$ cat config.mk
export PLATFORM = sky130hd
export DESIGN_NAME = bcd_to_7seg
export DESIGN_NICKNAME = d
export VERILOG_FILES = /design/src/rtl/bcd_to_7seg_pkg.sv /design/src/rtl/bcd_to_7seg_bcd_seg_decoder.sv /design/src/rtl/bcd_to_7seg.sv
export SDC_FILE = /design/constraint.sdc
export NUM_CORES = 1
export LEC_CHECK = 0
export CAP_MARGIN = 20
export CORE_MARGIN = 5
export CORE_UTILIZATION = 50
export DETAILED_ROUTE_END_ITERATION = 6
export DONT_BUFFER_PORTS = 1
export GPL_ROUTABILITY_DRIVEN = 0
export HOLD_SLACK_MARGIN = 0.1
export RECOVER_POWER = 25
export SYNTH_ARGS = -nofsm -noshare
export SYNTH_HDL_FRONTEND = slang
export SYNTH_SLANG_ARGS = --single-unit
$ cat constraint.sdc
create_clock -name clk -period 4.25 [get_ports clk]
set_clock_uncertainty 0.1 [all_clocks]
set_input_delay 0.85 -clock clk [delete_from_list [all_inputs] [get_ports clk]]
set_output_delay 0.85 -clock clk [all_outputs]
set_load 0.01 [all_outputs]
$ cat src/rtl/bcd_to_7seg_pkg.sv
// Shared constants for the BCD digit counter and its seven-segment encoder.
// Segment bit order: bit7 = dp, bit6 = g, ..., bit0 = a (lit when 1).
package bcd_to_7seg_pkg;

  localparam int unsigned DIGIT_W = 4;
  localparam int unsigned SEG_W   = 8;

  // Largest legal BCD digit; the counter wraps to 0 after it.
  localparam logic [DIGIT_W-1:0] DIGIT_MAX = 4'd9;

  // Common-cathode patterns for digits 0-9 (dp always unlit).
  localparam logic [SEG_W-1:0] SEG_0     = 8'h3F;
  localparam logic [SEG_W-1:0] SEG_1     = 8'h06;
  localparam logic [SEG_W-1:0] SEG_2     = 8'h5B;
  localparam logic [SEG_W-1:0] SEG_3     = 8'h4F;
  localparam logic [SEG_W-1:0] SEG_4     = 8'h66;
  localparam logic [SEG_W-1:0] SEG_5     = 8'h6D;
  localparam logic [SEG_W-1:0] SEG_6     = 8'h7D;
  localparam logic [SEG_W-1:0] SEG_7     = 8'h07;
  localparam logic [SEG_W-1:0] SEG_8     = 8'h7F;
  localparam logic [SEG_W-1:0] SEG_9     = 8'h6F;
  // Shown for any non-BCD value so a corrupted register is visibly blank.
  localparam logic [SEG_W-1:0] SEG_BLANK = 8'h00;

  // Lit-when-1 pattern for one digit; codes 10-15 map to blank.
  function automatic logic [SEG_W-1:0] seg_code(input logic [DIGIT_W-1:0] digit);
    logic [SEG_W-1:0] code;
    code = SEG_BLANK;
    case (digit)
      4'd0:    code = SEG_0;
      4'd1:    code = SEG_1;
      4'd2:    code = SEG_2;
      4'd3:    code = SEG_3;
      4'd4:    code = SEG_4;
      4'd5:    code = SEG_5;
      4'd6:    code = SEG_6;
      4'd7:    code = SEG_7;
      4'd8:    code = SEG_8;
      4'd9:    code = SEG_9;
      default: code = SEG_BLANK;
    endcase
    return code;
  endfunction

endpackage

$ cat src/rtl/bcd_to_7seg_bcd_seg_decoder.sv
// Combinational BCD digit to seven-segment (plus dp) encoder.
// SEG_ACTIVE_LOW = 1 inverts every output bit, dp included, for common-anode parts.
module bcd_seg_decoder
  import bcd_to_7seg_pkg::*;
#(
  parameter bit SEG_ACTIVE_LOW = 1'b0
) (
  input  logic [DIGIT_W-1:0] digit,
  output logic [SEG_W-1:0]   pattern
);

  logic [SEG_W-1:0] raw;

  // Look up the lit-when-1 pattern, then apply the display polarity.
  always_comb begin
    raw     = seg_code(digit);
    pattern = SEG_ACTIVE_LOW ? ~raw : raw;
  end

endmodule

$ cat src/rtl/bcd_to_7seg.sv
// Single-digit decimal counter with parallel load and seven-segment output.
// Priority on each rising edge: reset > Load > increment (9 wraps to 0).
// Q_out decodes only the count register, so Load/Din never reach it combinationally.
module bcd_to_7seg
  import bcd_to_7seg_pkg::*;
#(
  parameter bit SEG_ACTIVE_LOW = 1'b0
) (
  input  logic               clk,
  input  logic               rst_n,
  input  logic               Load,
  input  logic [DIGIT_W-1:0] Din,
  output logic [SEG_W-1:0]   Q_out
);

  logic [DIGIT_W-1:0] count;
  logic [DIGIT_W-1:0] count_next;

  // Next count: load a legal digit (non-BCD loads 0), else step with wrap.
  // Any value >= 9 steps to 0 so an illegal register value recovers in one edge.
  always_comb begin
    count_next = '0;
    if (Load) begin
      count_next = (Din > DIGIT_MAX) ? '0 : Din;
    end else if (count >= DIGIT_MAX) begin
      count_next = '0;
    end else begin
      count_next = count + 4'd1;
    end
  end

  // Count register with synchronous active-low reset.
  always_ff @(posedge clk) begin
    if (!rst_n) begin
      count <= '0;
    end else begin
      count <= count_next;
    end
  end

  bcd_seg_decoder #(
    .SEG_ACTIVE_LOW(SEG_ACTIVE_LOW)
  ) u_decoder (
    .digit  (count),
    .pattern(Q_out)
  );

endmodule

==> flow_metrics.py, run 1 <==
metrics = {
    "power": {
        "internal-power_uw": 168.5,
        "seq_power_share_pct": 52.3,
        "p_per_area_nw_per_um2": 331.1,
        "finalPower_uw": 234.1,
        "combPwrFrac_pct": 17.4,
        "p_leak_uw": 0.0003218,
        "power_switching_share_pct": 27.99,
        "clkPwrFrac_pct": 30.4,
        "max-vdd-ir-drop_v": 0.0001639,
        "p_switching_uw": 65.52,
    },
    "cells_and_area": {
        "final_layout_size_suffix_gt1_share_pct": 8.974,
        "multiInputGateArea_um2": 407.9,
        "syn_to_final_growth_pct": 3.860,
        "fillers": 134,
        "n_antenna_cell": 0,
        "fin_cells": 93,
        "nets": 95,
        "fin_util_pct": 54.33,
        "regArea_um2": 220.2,
    },
    "detailed_routing": {
        "drc": 0,
        "viasPerCell": 5.366,
        "wire_per_inst_um": 13.22,
        "drtPass1Iterations": 2,
        "totalWireLength_um": 1229,
        "ant_nets": 0,
        "vias": 499,
        "drt_iter0_drc": 4,
    },
    "place": {
        "io_buffers": 0,
        "dpl.hpwl_um": 932.4,
        "dp.cells": 89,
    },
    "clocking": {
        "clkSinkCount": 11,
        "clockBufferDepth": 2,
        "clk_latency_ns": 0.27,
        "numCtsBuffers": 3,
        "clockRootBuffer": "clkbuf_4",
        "cts_setup_buffers": 0,
        "postCtsResizedCells": 0,
        "clk_pin_slew_ns": 0.07,
        "htree_levels": 1,
        "cts_tree": "yes",
        "cts_hold_buf": 0,
    },
    "logic_synthesis": {
        "synthFlopType": "dfxtp_1",
        "synth_area_leaders": "dfxtp_1, ha_1, inv_1, a21o_2, a21oi_1",
        "syn_nets": 92,
        "ys_top_cells_by_count": "dfxtp_1, ha_1, inv_1",
        "synth-edff-count": 0,
        "synth.distinct_cells": 30,
        "synth_cells": 76,
        "async_flop_share_pct": 0,
        "synth_seq_cells": 11,
        "yosysTopAreaCell": "dfxtp_1",
        "post-synth-top-count-cell": "dfxtp_1",
        "syn_avg_cell_area_um2": 8.956,
        "syn_area_um2": 680.7,
        "yosysWarnings": 0,
        "yosysTopAreaCellShare_pct": 32.35,
        "seq_area_frac_synth_pct": 32.35,
    },
    "timing": {
        "whs_ns": 0.5866,
        "hold_violations": 0,
        "rsz0062_at_grt": "false",
        "setup_violations": 0,
        "fmax_ghz": 0.3884,
        "finalMaxSlewViolations": 0,
        "post-route-period-util_pct": 60.58,
        "setup_tns_ns": 0,
        "post-route-min-period_ns": 2.575,
    },
    "floorplanning": {
        "core_area_um2": 1301,
        "fp.dieW_um": 46.90,
        "dieArea_um2": 2199,
        "rows": 13,
        "die_height_um": 46.90,
        "start_util_pct": 52.31,
        "pin_count": 15,
    },
    "worst_hold_path": {
        "hp-class": "register to register",
    },
    "setup_path": {
        "crit_path_end_kind": "register",
        "worstSetupPathType": "register to register",
        "crit_buf_inv": 2,
        "startpoint_type": "register",
        "cp_cell_sequence": "inv_1 -> ha_1 -> or3b_1 -> a21oi_1 -> a22oi_1 -> nand2b_1 -> inv_1 -> ha_1 -> a2111oi_0 -> a21o_2",
        "crit_required_ns": 4.32,
        "slowest_stage": "or3b_1",
        "worst-path-max-fanout": 5,
        "cpLargestDelayFamily": "compound AO/OA/AOI/OAI gates",
        "critPathArrivalTime_ns": 2.65,
        "r2r_slack_ns": 1.68,
        "cp_slowest_stage_delay_ns": 0.39,
    },
    "global_routing": {
        "grt_start_max_net_pins": 10,
        "grtUsageMet3_pct": 6.897,
        "globalRouteTotalUtil_pct": 13.86,
        "grt_pass1_wl_um": 2125,
        "antenna_found_initial": 0,
        "use_met1_pct": 18.01,
        "overflow": 0,
        "grt_busiest_layer": "met2",
        "first_global_vias": 489,
        "use_met2_pct": 20.60,
    },
    "outcome": {
        "status": "completed",
    },
    "job": {
        "cap_viol_max_count": 0,
    },
}
## cell usage in the layout (no fill, tap or decap), drive strengths merged
cell | synthesis | final
a32o | 2 | 2
mux2i | 2 | 2
clkbuf | 0 | 4
xnor2 | 1 | 1
and3 | 1 | 1
nand2 | 6 | 6
nand4bb | 1 | 1
or3b | 1 | 1
nand3 | 2 | 2
o21a | 2 | 2
o21ai | 4 | 4
dfxtp | 11 | 11
and2 | 1 | 1
nor2b | 1 | 1
a2111oi | 1 | 1
a21o | 3 | 3
o21bai | 1 | 1
o22a | 1 | 1
a21oi | 5 | 5
inv | 9 | 9
conb | 1 | 1
or2 | 1 | 1
a22oi | 1 | 1
nand2b | 2 | 2
nand4b | 1 | 1
o211ai | 1 | 1
nor2 | 2 | 2
nor3 | 1 | 1
ha | 9 | 9
## power groups by stage
stage                     combinational (µW)  sequential (µW)  clock, µW
final                                   40.7              122       71.1
after global routing                    46.5              124       81.7
after CTS                               40.7              123       74.6
after detailed placement                40.3              125          0
after global placement                  40.3              125          0
after floorplan                         35.6              123          0
## cell families (layout without fill, tap and decap cells)
group           Yosys count  after routing  share of synthesized area, %
mux                       2              2                         2.941
compound gates           21             21                         21.51
simple gates             20             20                         17.10
xor+xnor                  1              1                         1.287
fa+ha+maj                 9              9                         16.54
other cells               1              1                        0.5509
buf+inv                  11             13                         7.721
flops                    11             11                         32.35
## metrics by stage
stage | area, µm² | worst slack, ns
floorplan | 680.7 | 1.933
global placement | 680.7 | 1.753
detailed placement | 680.7 | 1.704
CTS | 706.9 | 1.691
global route | 706.9 | 1.407
finish | 706.9 | 1.675
## worst reg2reg max path, delay by kind of cell (launching register included)
family / cells / cell delay, ns
buffers and inverters: 2 / 0.22
adders and majority gates: 2 / 0.36
and+or+nand+nor: 2 / 0.65
DFF: 1 / 0.36
AOI/OAI and AO/OA: 4 / 0.78
## routing by layer
metal / part of all wire, % / vias to the layer above
li1: - / 264
met1: 50 / 228
met2: 45 / 7
met3: 4.9 / 0
met4: 0 / 0
met5: 0 / -
## final timing paths
path,startpoint,endpoint,depth (start not counted)
hold reg to reg,count[0],count[0],2
setup reg to reg,count[1],u_decoder.pattern[6],10
setup / recovery,count[1],u_decoder.pattern[6],10
hold / removal,count[0],count[0],2
## registers in the layout, summed over array words and instances, names as in the netlist
| signal | count |
|---|---|
| u_decoder.pattern | 7 |
| count | 4 |
## cell type report
class                           count  share of cell area, %
Clock buffer                        4                  3.717
Multi-Input combinational cell     54                  57.70
Inverter                            9                  4.779
Tap cell                           15                  2.655
Sequential cell                    11                  31.15
Power figures use the tool's default switching activity.
==> run 2: changes to the inputs <==
--- a/config.mk
+++ b/config.mk
@@ -12,6 +12,7 @@
 export DONT_BUFFER_PORTS = 1
 export GPL_ROUTABILITY_DRIVEN = 0
 export HOLD_SLACK_MARGIN = 0.1
+export PLACE_DENSITY = 0.68
 export RECOVER_POWER = 25
 export SYNTH_ARGS = -nofsm -noshare
 export SYNTH_HDL_FRONTEND = slang
==> constraint.sdc (replaced) <==
create_clock -name clk -period 2.3 [get_ports clk]
set_clock_uncertainty 0.1 [all_clocks]
set_input_delay 0.46 -clock clk [delete_from_list [all_inputs] [get_ports clk]]
set_output_delay 0.46 -clock clk [all_outputs]
set_load 0.01 [all_outputs]
==> flow_metrics.py, run 2 (same netlist as run 1, synthesis figures left out) <==
metrics = {
    "outcome": {
        "status": "completed",
    },
    "job": {
        "cap_viol_max_count": 0,
    },
    "setup_path": {
        "cp_slowest_stage_delay_ns": 0.42,
        "startpoint_type": "register",
        "cp_cell_sequence": "inv_1 -> ha_1 -> or3b_4 -> a21oi_4 -> a22oi_2 -> nand2b_4 -> buf_4 -> ha_1 -> mux2i_1 -> o21bai_1",
        "slowest_stage": "or3b_4",
        "worst-path-max-fanout": 3,
        "cpMostUsedCell": "ha_1",
        "crit_path_end_kind": "register",
        "worstSetupPathType": "register to register",
        "critPathArrivalTime_ns": 2.28,
        "r2r_slack_ns": 0.08,
        "crit_required_ns": 2.36,
    },
    "detailed_routing": {
        "viasPerCell": 5.602,
        "vias": 549,
        "drt_iter0_drc": 11,
        "drtPass1Iterations": 4,
        "drc": 0,
        "wire_per_inst_um": 14.74,
        "totalWireLength_um": 1445,
        "ant_nets": 0,
    },
    "clocking": {
        "clockRootBuffer": "clkbuf_4",
        "numCtsBuffers": 3,
        "clkSinkCount": 11,
        "clk_latency_ns": 0.28,
        "cts_tree": "yes",
        "htree_levels": 1,
        "clockBufferDepth": 2,
        "clk_pin_slew_ns": 0.07,
    },
    "cells_and_area": {
        "final_common_cell": "dfxtp_1",
        "nets": 100,
        "final_cell_mix": "dfxtp_1, ha_1, inv_1, nand2_1, buf_4",
        "n_antenna_cell": 0,
        "final_layout_size_suffix_gt1_share_pct": 27.71,
        "syn_to_final_growth_pct": 15.07,
        "largest_reg_flops": 7,
        "stdcell_area_um2": 783.3,
        "fillers": 111,
    },
    "timing": {
        "setup_ws_ns": 0.08334,
        "finalMaxSlewViolations": 0,
        "fmax_ghz": 0.4511,
        "post-route-period-util_pct": 96.38,
        "hold_violations": 0,
        "post-route-min-period_ns": 2.217,
        "setup_violations": 0,
        "whs_ns": 0.2407,
    },
    "place": {
        "dpl.hpwl_um": 1019,
        "io_buffers": 0,
        "postPlaceCellArea_um2": 714.4,
        "post-place-ws_ns": -0.1050,
    },
    "floorplanning": {
        "dieArea_um2": 2199,
        "fp.dieW_um": 46.90,
        "die_height_um": 46.90,
        "pin_count": 15,
        "start_util_pct": 52.31,
        "rows": 13,
        "core_area_um2": 1301,
    },
    "power": {
        "max-vdd-ir-drop_v": 0.0003974,
        "p_leak_uw": 0.0003563,
        "p_per_area_nw_per_um2": 592.0,
    },
    "worst_hold_path": {
        "hp-class": "input pin to register",
    },
    "global_routing": {
        "globalRouteTotalUtil_pct": 16.29,
        "grt_pass1_wl_um": 2346,
        "grt_start_max_net_pins": 9,
        "first_global_vias": 547,
        "overflow": 0,
        "antenna_found_initial": 0,
    },
}
[run 2: final timing paths]
check	startpoint	endpoint	cells after the start
setup / recovery	count[1]	u_decoder.pattern[5]	10
hold / removal	rst_n	count[0]	1
setup reg to reg	count[1]	u_decoder.pattern[5]	10
hold reg to reg	count[0]	count[0]	2
[run 2: metal layers]
layer	part of all wire, %	GRT usage, %	routed length [µm]
met1	43	18.04	620
met2	47	24.12	672
met3	6.9	8.046	100
met4	3.5	11.60	51
met5	0	0	0
[run 2: metrics by stage]
step	TNS [ns]	util, %	total power [µW]	std cells
finish	0	60.19	463.7	98
global route	-0.02704	60.19	494.4	98
CTS	0	58.65	458.4	97
detailed placement	-0.1232	54.90	313.9	93
global placement	-0.09472	54.90	312.3	93
floorplan	0	-	294.8	76
[run 2: area by class of cell]
| class | instances | area, µm² | area share [%] |
|---|---|---|---|
| multi-input combinational | 54 | 444.2 | 56.71 |
| sequential | 11 | 222.7 | 28.43 |
| timing repair buffer | 5 | 37.54 | 4.792 |
| inverter | 9 | 33.78 | 4.313 |
| clock buffer | 4 | 26.28 | 3.355 |
| tap | 15 | 18.77 | 2.396 |
[run 2: timing repair]
item / CTS / global route
setup endpoints to repair: 4 / 5
setup buffers: 0 / 1
resized for setup: 7 / 6
hold buffers: 0 / 0
pin swaps: 1 / 3
[run 2: critical path, delay by kind of cell (launching register included)]
kind | cells | cell delay, ns
AND/OR/NAND/NOR | 2 | 0.59
adder cells (fa/ha/maj) | 2 | 0.39
AO/OA/AOI/OAI | 3 | 0.35
flip-flops | 1 | 0.34
buffers and inverters | 2 | 0.20
multiplexers | 1 | 0.14
[run 2: report_power, final]
| part | switching [µW] | total, µW | internal [µW] |
|---|---|---|---|
| logic | 49.6 | 101 | 51.4 |
| clock network | 69.0 | 136 | 67.4 |
| registers | 16.4 | 226 | 210 |
| total | 135 | 464 | 329 |
==> RTL edit (flow settings as in run 2) <==
The package constant `DIGIT_MAX` goes from 4'd9 to 4'd8.
--- a/src/rtl/bcd_to_7seg_pkg.sv
+++ b/src/rtl/bcd_to_7seg_pkg.sv
@@ -8,3 +8,3 @@
   // Largest legal BCD digit; the counter wraps to 0 after it.
-  localparam logic [DIGIT_W-1:0] DIGIT_MAX = 4'd9;
+  localparam logic [DIGIT_W-1:0] DIGIT_MAX = 4'd8;
 
Behaviour: not the same (a bounded check fails within 4 cycles, from zero or initial values and one cycle with rst_n low).
==> RTL edit against run 2 <==
Sequential share of layout area increased by 3.3 points; setup slack improved by 0.15 ns; first-iteration DRC count shrank 45%; fmax grew 7.0%; sequential cell count is the same; total power fell by 11%; wire length shrank 23%; synthesized area decreased by 4.8%; cell area is 12% lower.
==> RTL edit: results (changes against run 2) <==
Worst-path clk slew=0.07 ns (about the same); syn_nets=87 (-5.4%); largest cells by area after synthesis=dfxtp_1 34%, ha_1 15%, a31oi_1 4.8%; critical path peak fanout=4 (+1); DR iter-0 viols=6 (-5); routed len/inst=12.42 um (-16%); status=finished clean; cell depth of the worst flop-to-flop path=8 (-2); vias in the first global route=458 (-16%); Global Route Usage Sum=12.11% (-4.2 points); largest net degree at the start of global routing=11 (+2); first-pass GRT wire length=1856 um (-21%); Clock Latency Late Sink=0.27 ns; Pre-antenna DRT Iters=3 (-1); DR vias=478 (-13%); synth warn=0 (unchanged); Max IR drop VDD=0.1941 mV (-51%); Top FF cell, synth=dfxtp_1; Reg2Reg Launch Point=count[0]; Slew Limit Headroom=66.48%; H-Tree Depth=1 (unchanged); top cell family by delay on the critical path=simple AND/OR/NAND/NOR gates; n_diodes=0 (unchanged); Leakage=0.3296 nW (-7.5%); TritonCTS buffer count=3 (unchanged); Clock Tree Buf Depth=2 (unchanged); clock root buffer master=clkbuf_4; initial antenna violation count=0 (unchanged); Hold Path Class=input pin to flip-flop; capture point of the worst reg-to-reg path=u_decoder.pattern[5]; hold path depth=2 (+1); slowest cell on the critical path=dfxtp_1; slack of the worst reg-to-reg path=0.23 ns (+0.15 ns); I/O Buffers=0 (unchanged); slowest stage delay, CP=0.38 ns (-0.04 ns); max reg flops=7 (unchanged); commonest cells in the netlist=11 x dfxtp_1, 8 x ha_1, 8 x inv_1; Post-synth ARST share=0% (unchanged); post-synth cell types=31 (+3.3%); sequential share of the synthesized area=33.98% (+1.6 points); Detailed Place HPWL=933.2 um (-8.4%); Net count, final=91 (-9.0%); Critical Path AT=2.16 ns (-0.12 ns); share of cells above drive strength 1=18.67% (-9.0 points); Hold EP=count[2]; Hold Crit Start=rst_n
[RTL edit: changes by cell type after synthesis, moves of 3 or more]
cell,run 2,this run
o22ai_1,0,3
a21o_2,3,0
nor2_1,2,6
a31oi_1,0,5
nand2_1,6,3
a21oi_1,5,0
[RTL edit: area by class of cell]
class,instances,area [um2]
fillers,121,575.6
flip-flops and latches,11,220.2
repair buffers,2,15.01
clock buffers,4,26.28
well taps,15,18.77
multi-input cells,49,379.1
inverters,9,33.78
[RTL edit: stage by stage]
step / area (um2) / worst slack, ns / hold WS (ns) / cells / power, mW
2_1_floorplan: 648.1 / 0.2741 / 0.4992 / 72 / 0.2763
3_3_place_gp: 664.4 / 0.2780 / 0.4977 / 86 / 0.2863
3_5_place_dp: 664.4 / 0.2335 / 0.5004 / 86 / 0.2872
4_1_cts: 690.7 / 0.2216 / 0.2231 / 90 / 0.4135
5_1_grt: 693.2 / 0.07026 / 0.2274 / 90 / 0.4327
6_report: 693.2 / 0.2292 / 0.2193 / 90 / 0.4107
[RTL edit: how the worst max path moves through the flow]
stage,start,end,slack [ns]
2_1_floorplan,count[0],u_decoder.pattern[0],0.27
6_report,count[0],u_decoder.pattern[5],0.23
5_1_grt,count[0],u_decoder.pattern[0],0.07
3_5_place_dp,count[0],u_decoder.pattern[4],0.23
3_3_place_gp,count[0],u_decoder.pattern[4],0.28
4_1_cts,count[0],u_decoder.pattern[4],0.22
[RTL edit: report_power, final]
group,internal (mW),switching [mW],leakage [nW]
clock,0.0671,0.0602,0.0150
combinational,0.0291,0.0361,0.224
sequential,0.206,0.0125,0.0908
[RTL edit: cell families (layout without fill, tap and decap cells)]
kind of cell,count (synthesis),after routing,synth area share (%)
compound gates,15,15,16.02
xor+xnor,1,1,2.510
fa+ha+maj,8,8,15.44
buf+inv,12,15,7.914
flops,11,11,33.98
mux,2,2,3.282
other cells,1,1,0.5786
simple gates,22,22,20.27
[RTL edit: metal layers]
metal | track usage (%) | share of wire [%] | vias up
met1 | 15.93 | 47 | 213
met5 | 0 | 0 | -
li1 | - | - | 251
met4 | 5.114 | 1.2 | 0
met3 | 2.767 | 6.4 | 2
met2 | 18.68 | 45 | 12
[RTL edit: timing repair]
action / 4_1_cts / 5_1_grt
setup endpoints to repair: 0 / 1
resized for setup: 0 / 1
setup buffers: 0 / 0
